### src/rtl/adc_fft_packetizer.sv
// ADC sample packetizer: skips leading samples after a start pulse, frames the
// next frame_len samples as one Avalon-ST packet through a small show-ahead buffer.
`timescale 1ns/1ps
module adc_fft_packetizer #(
    parameter int DATA_W    = 14,
    parameter int LEN_W     = 16,
    parameter int BUF_DEPTH = 4
) (
    input  logic              adc_pkt_clk_clk,
    input  logic              adc_pkt_clk_reset_reset_n,
    input  logic [DATA_W-1:0] adc_data,
    input  logic              adc_valid,
    input  logic              start,
    input  logic [LEN_W-1:0]  skip_cnt,
    input  logic [LEN_W-1:0]  frame_len,
    input  logic              clr_ovf,
    output logic [DATA_W-1:0] adc_pkt_out_data,
    output logic              adc_pkt_out_valid,
    input  logic              adc_pkt_out_ready,
    output logic              adc_pkt_out_startofpacket,
    output logic              adc_pkt_out_endofpacket,
    output logic              busy,
    output logic              done,
    output logic              overflow
);
    localparam int AW = (BUF_DEPTH > 1) ? $clog2(BUF_DEPTH) : 1;
    localparam logic [AW:0] DEPTH_C = (AW+1)'(BUF_DEPTH);

    typedef enum logic [1:0] {IDLE, SKIP, CAPTURE, DRAIN} state_t;

    state_t            state;
    logic [LEN_W-1:0]  skip_lat, len_lat, cnt, cnt_inc;
    logic [DATA_W-1:0] mem_data [BUF_DEPTH];
    logic [BUF_DEPTH-1:0] mem_sop, mem_eop;
    logic [AW-1:0]     wr_ptr, rd_ptr;
    logic [AW:0]       count, count_nxt;
    logic              pop, push_req, push_ok, drop, smp_sop, smp_eop;

    assign adc_pkt_out_valid         = (count != '0);
    assign adc_pkt_out_data          = mem_data[rd_ptr];
    assign adc_pkt_out_startofpacket = adc_pkt_out_valid & mem_sop[rd_ptr];
    assign adc_pkt_out_endofpacket   = adc_pkt_out_valid & mem_eop[rd_ptr];

    assign pop      = adc_pkt_out_valid & adc_pkt_out_ready;
    assign push_req = (state == CAPTURE) & adc_valid;
    // A pop in the same cycle frees the slot, so a full buffer still accepts.
    assign push_ok  = push_req & ((count < DEPTH_C) | pop);
    assign drop     = push_req & ~push_ok;
    assign cnt_inc  = cnt + 1'b1;
    assign smp_sop  = (cnt == '0);
    assign smp_eop  = (cnt == len_lat - 1'b1);

    always_comb begin
        count_nxt = count;
        if (push_ok && !pop)
            count_nxt = count + 1'b1;
        else if (!push_ok && pop)
            count_nxt = count - 1'b1;
    end

    always_ff @(posedge adc_pkt_clk_clk or negedge adc_pkt_clk_reset_reset_n) begin
        if (!adc_pkt_clk_reset_reset_n) begin
            wr_ptr  <= '0;
            rd_ptr  <= '0;
            count   <= '0;
            mem_sop <= '0;
            mem_eop <= '0;
            for (int i = 0; i < BUF_DEPTH; i++)
                mem_data[i] <= '0;
        end else begin
            if (push_ok) begin
                mem_data[wr_ptr] <= adc_data;
                mem_sop[wr_ptr]  <= smp_sop;
                mem_eop[wr_ptr]  <= smp_eop;
                wr_ptr           <= wr_ptr + 1'b1;
            end
            // Dropped last sample: terminate the packet on the newest stored entry.
            if (drop && smp_eop)
                mem_eop[wr_ptr - 1'b1] <= 1'b1;
            if (pop)
                rd_ptr <= rd_ptr + 1'b1;
            count <= count_nxt;
        end
    end

    always_ff @(posedge adc_pkt_clk_clk or negedge adc_pkt_clk_reset_reset_n) begin
        if (!adc_pkt_clk_reset_reset_n) begin
            state    <= IDLE;
            skip_lat <= '0;
            len_lat  <= '0;
            cnt      <= '0;
            busy     <= 1'b0;
            done     <= 1'b0;
            overflow <= 1'b0;
        end else begin
            done <= 1'b0;
            if (drop)
                overflow <= 1'b1;
            else if (clr_ovf)
                overflow <= 1'b0;

            case (state)
                IDLE: begin
                    if (start && frame_len != '0) begin
                        skip_lat <= skip_cnt;
                        len_lat  <= frame_len;
                        cnt      <= '0;
                        busy     <= 1'b1;
                        state    <= (skip_cnt != '0) ? SKIP : CAPTURE;
                    end
                end
                SKIP: begin
                    if (adc_valid) begin
                        if (cnt_inc == skip_lat) begin
                            cnt   <= '0;
                            state <= CAPTURE;
                        end else begin
                            cnt <= cnt_inc;
                        end
                    end
                end
                CAPTURE: begin
                    if (adc_valid) begin
                        if (smp_eop) begin
                            cnt   <= '0;
                            state <= DRAIN;
                        end else begin
                            cnt <= cnt_inc;
                        end
                    end
                end
                DRAIN: begin
                    if (count_nxt == '0) begin
                        state <= IDLE;
                        busy  <= 1'b0;
                        done  <= 1'b1;
                    end
                end
                default: state <= IDLE;
            endcase
        end
    end
endmodule

### config.mk
export PLATFORM = sky130hd
export DESIGN_NAME = adc_fft_packetizer
export DESIGN_NICKNAME = d
export VERILOG_FILES = /design/src/rtl/adc_fft_packetizer.sv
export SDC_FILE = /design/constraint.sdc
export NUM_CORES = 1
export LEC_CHECK = 0
export BUFFER_PORTS_ARGS = -buffer_cell sky130_fd_sc_hd__buf_2
export CORE_AREA = 2 2 116 118
export CTS_CLUSTER_SIZE = 30
export DETAILED_ROUTE_END_ITERATION = 10
export DIE_AREA = 0 0 118 120
export GPL_ROUTABILITY_DRIVEN = 0
export PLACE_DENSITY = 0.83
export SLEW_MARGIN = 40
export SYNTH_ARGS = -nofsm -noshare
export SYNTH_HDL_FRONTEND = slang
export SYNTH_SLANG_ARGS = --single-unit
### constraint.sdc
create_clock -name adc_pkt_clk_clk -period 7 [get_ports adc_pkt_clk_clk]
set_input_delay 0 -clock adc_pkt_clk_clk [delete_from_list [all_inputs] [get_ports adc_pkt_clk_clk]]
set_output_delay 0 -clock adc_pkt_clk_clk [all_outputs]
set_load 0.05 [all_outputs]
**Word-level counts from Yosys, hierarchy flattened**

Index checks and enable logic that the tools add are counted.

- Add/subtract/negate cells: 7
- Order comparisons: 9
- Multiply operators: 0
- Reduce and logical (&&, ||, !) cells: 22
- Mux-type cells: 41
- Eq/ne operators: 11
- Divide/modulo/power cells: 0
- Bitwise operators: 11
- Shifts and indexed selects: 0

Operators by type and width:

| kind | count |
|---|---|
| 2-to-1 mux 16 bit | 5 |
| bitwise mux 56 bit | 1 |
| case mux 16 bit (3 select lines) | 1 |
| 2-to-1 mux 14 bit | 3 |
| equality test 16 bit | 2 |
| nonzero test 16 bit | 2 |
| binary-select mux 14 bit (select 2 bit) | 1 |
| demux 14 bit (select 2 bit) | 1 |
| adder 16 x 1 -> 16 bit (second input constant) | 1 |
| zero test 16 bit | 1 |
| subtractor 16 x 1 -> 16 bit (second input constant) | 1 |
| 2-to-1 mux 2 bit | 7 |
| inequality test 2 bit (second input constant) | 6 |
| 2-to-1 mux 1 bit | 10 |
| < comparator 2 x 3 -> 1 bit (second input constant) | 3 |
| bitwise mux 4 bit | 2 |
| 2-to-1 mux 4 bit | 2 |
| case mux 2 bit (4 select lines) | 1 |
| logical AND 1 bit | 7 |
| AND 1 bit | 6 |
| greater-or-equal comparator 3 bit (second input constant) | 2 |
| 2-to-1 mux 3 bit | 2 |
| inverter 2 -> 3 bit | 2 |
| AND reduction 6 bit | 1 |
| other kinds (23) | 31 |

- RAM bits: 0
- Memory bits (read-only): 0
- Bits of input ports: 52
- Memories: 0
- Bits in latches: 0
- Flip-flop bits (word level): 124
- Word-level logic and storage cells: 117

**Longest topological paths before layout**

- Depth in word-level cells: 11
- Gate-level depth with buffers: 12
- Mapped depth without buffers: 10

**Least setup slack after synthesis**

OpenSTA, ideal clock, no wires.

- Path type: register to register
- Start point: register cnt[0]
- End point: register state[1]
- Period minus slack after synthesis: 2.881 ns
- Stages on the path, launching flop included: 12
- Buffers on the path: 1
- Data arrival time: 2.753 ns
- Slack: 4.119 ns
- Cell sequence: dfrtp_1 -> buf_2 -> inv_1 -> ha_1 -> xnor2_1 -> nand3_1 -> or4_1 -> a2111oi_0 -> a41oi_1 -> a211o_1 -> a21oi_2 -> mux2_1

- Word-level cells in the longest chain between the ends: 4

RTL lines:

| element | RTL line | text |
|---|---|---|
| start, declared | 32 | `logic [LEN_W-1:0] skip_lat, len_lat, cnt, cnt_inc;` |
| start signal, assigned | 118 | `cnt <= cnt_inc;` |
| start signal, assigned | 128 | `cnt <= cnt_inc;` |
| adder 16 x 1 -> 16 bit | 49 | `assign cnt_inc = cnt + 1'b1;` |
| equality test 16 bit | 114 | `if (cnt_inc == skip_lat) begin` |
| inequality test 2 bit (no line) | - |  |
| AND reduction 6 bit (no line) * | - |  |
| end signal, assigned | 109 | `state <= (skip_cnt != '0) ? SKIP : CAPTURE;` |
| end, declared | 31 | `state_t state;` |

Mark *: on every way between the ends. The rest lies on a longest branch, timed or not.
A chain may end at the register's enable or synchronous reset.

**Final worst setup path**

- Start point: register cnt[9]
- End point: register cnt[2]

- Word-level cells in the longest chain between the ends: 5

RTL lines:

| element | RTL line | text |
|---|---|---|
| adder 16 x 1 -> 16 bit | 49 |  |
| equality test 16 bit | 114 |  |
| 2-to-1 mux 16 bit | 114 |  |
| 2-to-1 mux 16 bit | 113 | `if (adc_valid) begin` |
| case mux 16 bit (3 select lines) * | 102 | `case (state)` |

Mark *: on every way between the ends. The rest lies on a longest branch, timed or not. The select of a mux whose other input is x is not followed.

==> flow_results.org <==
** Routing
- DRC Markers :: 0
- After detailed routing, the number of vias per cell comes to 5.933.
- Wires add up to 16.63 mm.
- Dividing the detail-routed wire length by the instance count gives 18.34 um.
- First DRT Iteration DRCs :: 293
- The first detailed-routing pass ran for 5 iterations.
- Antenna Violating Nets Remaining :: 0
- Detailed routing inserted a total of 5381 vias.

** Pwr
- Power per standard cell area :: 441.4 mW/mm^2
- Total Power Consumption :: 3.766 mW
- P_leak :: 3.681 nW
- Maximum resistive drop on vdd :: 0.3623 mV

** Setup path
- The critical path contains buffers and inverters numbering 0 combined.
- Critical path endpoint category :: flop
- The critical path goes through nand4_1, nor4_2, xnor2_1, a2111oi_0, a41oi_1, and2_1, nor2_2, o311ai_0.
- STA puts the critical path data required time at 7.25 ns.
- Type of the worst setup path :: reg -> reg
- Family with the most delay on the worst path :: simple AND/OR/NAND/NOR gates
- CP max stage cell :: dfrtp_1
- Data arrival time of the critical path :: 3.80 ns
- Kind of launch point of the worst setup path :: flop
- Top fanout value on the critical path :: 13
- The largest single stage delay on the critical path is 0.61 ns.

** Global routing
- Maximum number of pins on one net before global-route repair :: 81
- Global routing used 25.07% of the available tracks.
- Antenna violations before repair :: 0
- Remaining Overflow, GRT :: 0
- The via count of the first global-routing pass came to 5695.
- The first global-routing pass estimated 27.89 mm of wire.

** Final layout
- Area taken by multi-input logic gates :: 0.003605 mm^2
- The area growth from synthesis to layout is 22.98%.
- Number of antenna cells inserted :: 0
- Final layout net count :: 791
- Fill cells in the final layout number 956.
- The finished layout holds 907 standard cells, fillers aside.
- Final standard cell area without fillers :: 0.008532 mm^2
- Combined flip-flop and latch cell area :: 0.003104 mm^2
- Share of final-layout standard cells stronger than drive strength 1 :: 30.78%

** Floorplanning
- In this run the horizontal extent of the chip is 118 um.
- The die covers 0.01416 mm^2.
- For this configuration, the core starts out at a cell density of 53.45%.
- After floorplanning, the core was sized to cover 0.01298 mm^2.
- FP Rows :: 42
- Die height :: 120 um
- Top-level I/O count :: 72

** Min path
- The tightest min-delay check is of the in -> reg type.

** Clock network
- CTS tree :: yes
- CTS built an H-tree with a depth of 4.
- Max Root-Sink Buffers :: 2
- Hold repair after CTS inserted 50 buffers.
- Number of buffers created by CTS :: 17
- The clock net in this run drives a total of 124 sinks.
- Cells resized by post-CTS repair :: 0
- Clock tree synthesis selected as its root buffer the cell clkbuf_16.
- Number of post-CTS setup repair buffers :: 0
- Clock latency reported for the late side of the worst-skew pair :: 0.42 ns
- Worst-path clk slew :: 0.05 ns

** Logic synthesis
- Sequential element share of the synthesized area :: 44.72%
- In the post-synthesis netlist, the biggest area contributors are dfrtp_1 (45%), mux2_2 (14%), mux4_2 (5.2%).
- The number of different library cells used by synthesis comes to 61.
- Syn nets :: 686
- The mapped netlist covers 0.006938 mm^2.
- During synthesis, Yosys emitted a total of 0 warnings.
- Number of flops mapped to enable cells by yosys :: 0
- In the synthesized netlist the async set-or-reset flop fraction comes to 100.0%.
- dfrtp_1 takes more of the synthesized area than any other cell.
- Averaged over all synthesized cells, the footprint is 11.30 um^2.
- In this run, synthesis produced a sequential element count of 124.
- In the synthesized netlist the dominant register cell turns out to be dfrtp_1.
- Synthesized netlist cell count :: 614
- Area share of the largest cell type after synthesis :: 44.72%

** Timing
- Relative slew slack :: 46.13%
- After routing, the total negative slack on setup checks comes to 0 ns.
- Highest clock rate :: 282.0 MHz
- The final hold violation count came to 0.
- Between clock sinks in the finished design, the worst skew comes to 0.006180 ns.
- Setup violations remaining at the end of the flow were counted as 0.
- The clock period could shrink to 3.547 ns.
- At the pin with the least slew margin, the transition time is 0.8060 ns.
- The number of max-slew violations in the final report was 0.
- Final Cycle Share :: 50.67%
- RSZ-0062 raised after global routing :: no

** Placement
- Dpl cells :: 826
- After legalization and detailed placement, the total HPWL measured 11.29 mm.
- During placement, the flow inserted port buffers numbering 71.
- Placement Cell Area :: 0.007393 mm^2

** Run
- Total of max-cap violations :: 0

** Run status
- Run status :: finished clean
## power by group
| group | switching, mW | internal [mW] | total, mW |
|---|---|---|---|
| Combinational | 0.865 | 0.695 | 1.56 |
| Clock | 0.312 | 0.612 | 0.924 |
| Sequential | 0.280 | 1.00 | 1.28 |
| Total | 1.46 | 2.31 | 3.77 |
## cells by family (layout without fill, tap and decap cells)
group,after synthesis,count (layout),share of synthesized area (%)
adder cells (fa/ha/maj),21,21,3.751
AND/OR/NAND/NOR,153,153,11.72
flip-flops,124,124,44.73
multiplexers,110,110,20.38
XOR/XNOR,47,47,6.132
AO/OA/AOI/OAI,97,97,9.631
buffers and inverters,62,179,3.661
## layer usage
metal	routed length [um]	vias up	global-route usage [%]
li1	-	2471	-
met1	6507	2673	28.69
met2	8751	193	44.11
met3	901	44	6.892
met4	471	0	10.92
met5	0	-	0
## synth_stat cells (all sizes together), types with 3 or more instances
cell     instances
a211oi           4
a21oi           12
a22oi            4
a31oi            7
and2             6
and3             4
buf             15
clkbuf          24
dfrtp          124
ha              20
inv             23
mux2            90
mux2i            4
mux4            16
nand2           38
nand3           24
nand4            9
nor2            20
nor3             9
nor4            16
nor4b            5
o2111ai          3
o211ai          13
o21a             5
o21ai           26
o22ai            3
o311ai           4
or3              6
or4              5
xnor2           34
xor2            12
## worst reg2reg max path, delay by kind of cell (launching register included)
family                    cells  cell delay (ns)
xor gates and xnor gates      1             0.14
AOI/OAI and AO/OA             3             1.01
DFF                           1             0.61
and+or+nand+nor               4             1.61
## area by class of cell
cell class / instances / area share, %
timing repair buffer: 125 / 10.46
sequential: 124 / 36.38
clock buffer: 21 / 5.397
inverter: 23 / 1.012
clock inverter: 10 / 1.921
tap: 176 / 2.581
multi-input combinational: 428 / 42.25
## registers in the layout (all words and copies together) (netlist names)
signal / count
busy: 1
cnt: 16
count: 3
done: 1
len_lat: 16
mem_data: 56
mem_eop: 4
mem_sop: 4
overflow: 1
rd_ptr: 2
skip_lat: 16
state: 2
wr_ptr: 2
## cell usage in the layout (no fill, tap or decap), types with 16 or more instances in the layout
cell,Yosys,layout
buf_2,8,70
clkbuf_16,0,17
dfrtp_1,124,123
dlygate4sd3_1,0,50
ha_1,20,20
inv_1,23,23
mux2_2,89,89
mux4_2,16,16
nand2_1,38,37
nand3_1,24,24
nor2_1,19,19
o21ai_0,25,25
xnor2_1,34,34
## final timing paths
kind / from / to / slack (ns) / cells past startpoint
min reg2reg: overflow / overflow / 0.48 / 1
min in group asynchronous: adc_pkt_clk_reset_reset_n / len_lat[6] / 0.11 / 2
min: start / busy / 0.06 / 6
max: cnt[9] / cnt[2] / 3.45 / 8
max in group asynchronous: adc_pkt_clk_reset_reset_n / mem_data[26] / 5.79 / 3
max reg2reg: cnt[9] / cnt[2] / 3.45 / 8
## metrics by stage
step           setup WS [ns]  hold slack [ns]  utilization (%)
3_5_place_dp           3.551          0.03315            56.96
4_1_cts                3.530          0.04335            65.63
2_1_floorplan          4.119          -0.2956                -
6_report               3.453          0.06166            65.73
3_3_place_gp           3.575          0.01469            56.84
5_1_grt                3.179           0.1501            65.73
Note: power is estimated with default switching activity, not from simulation.
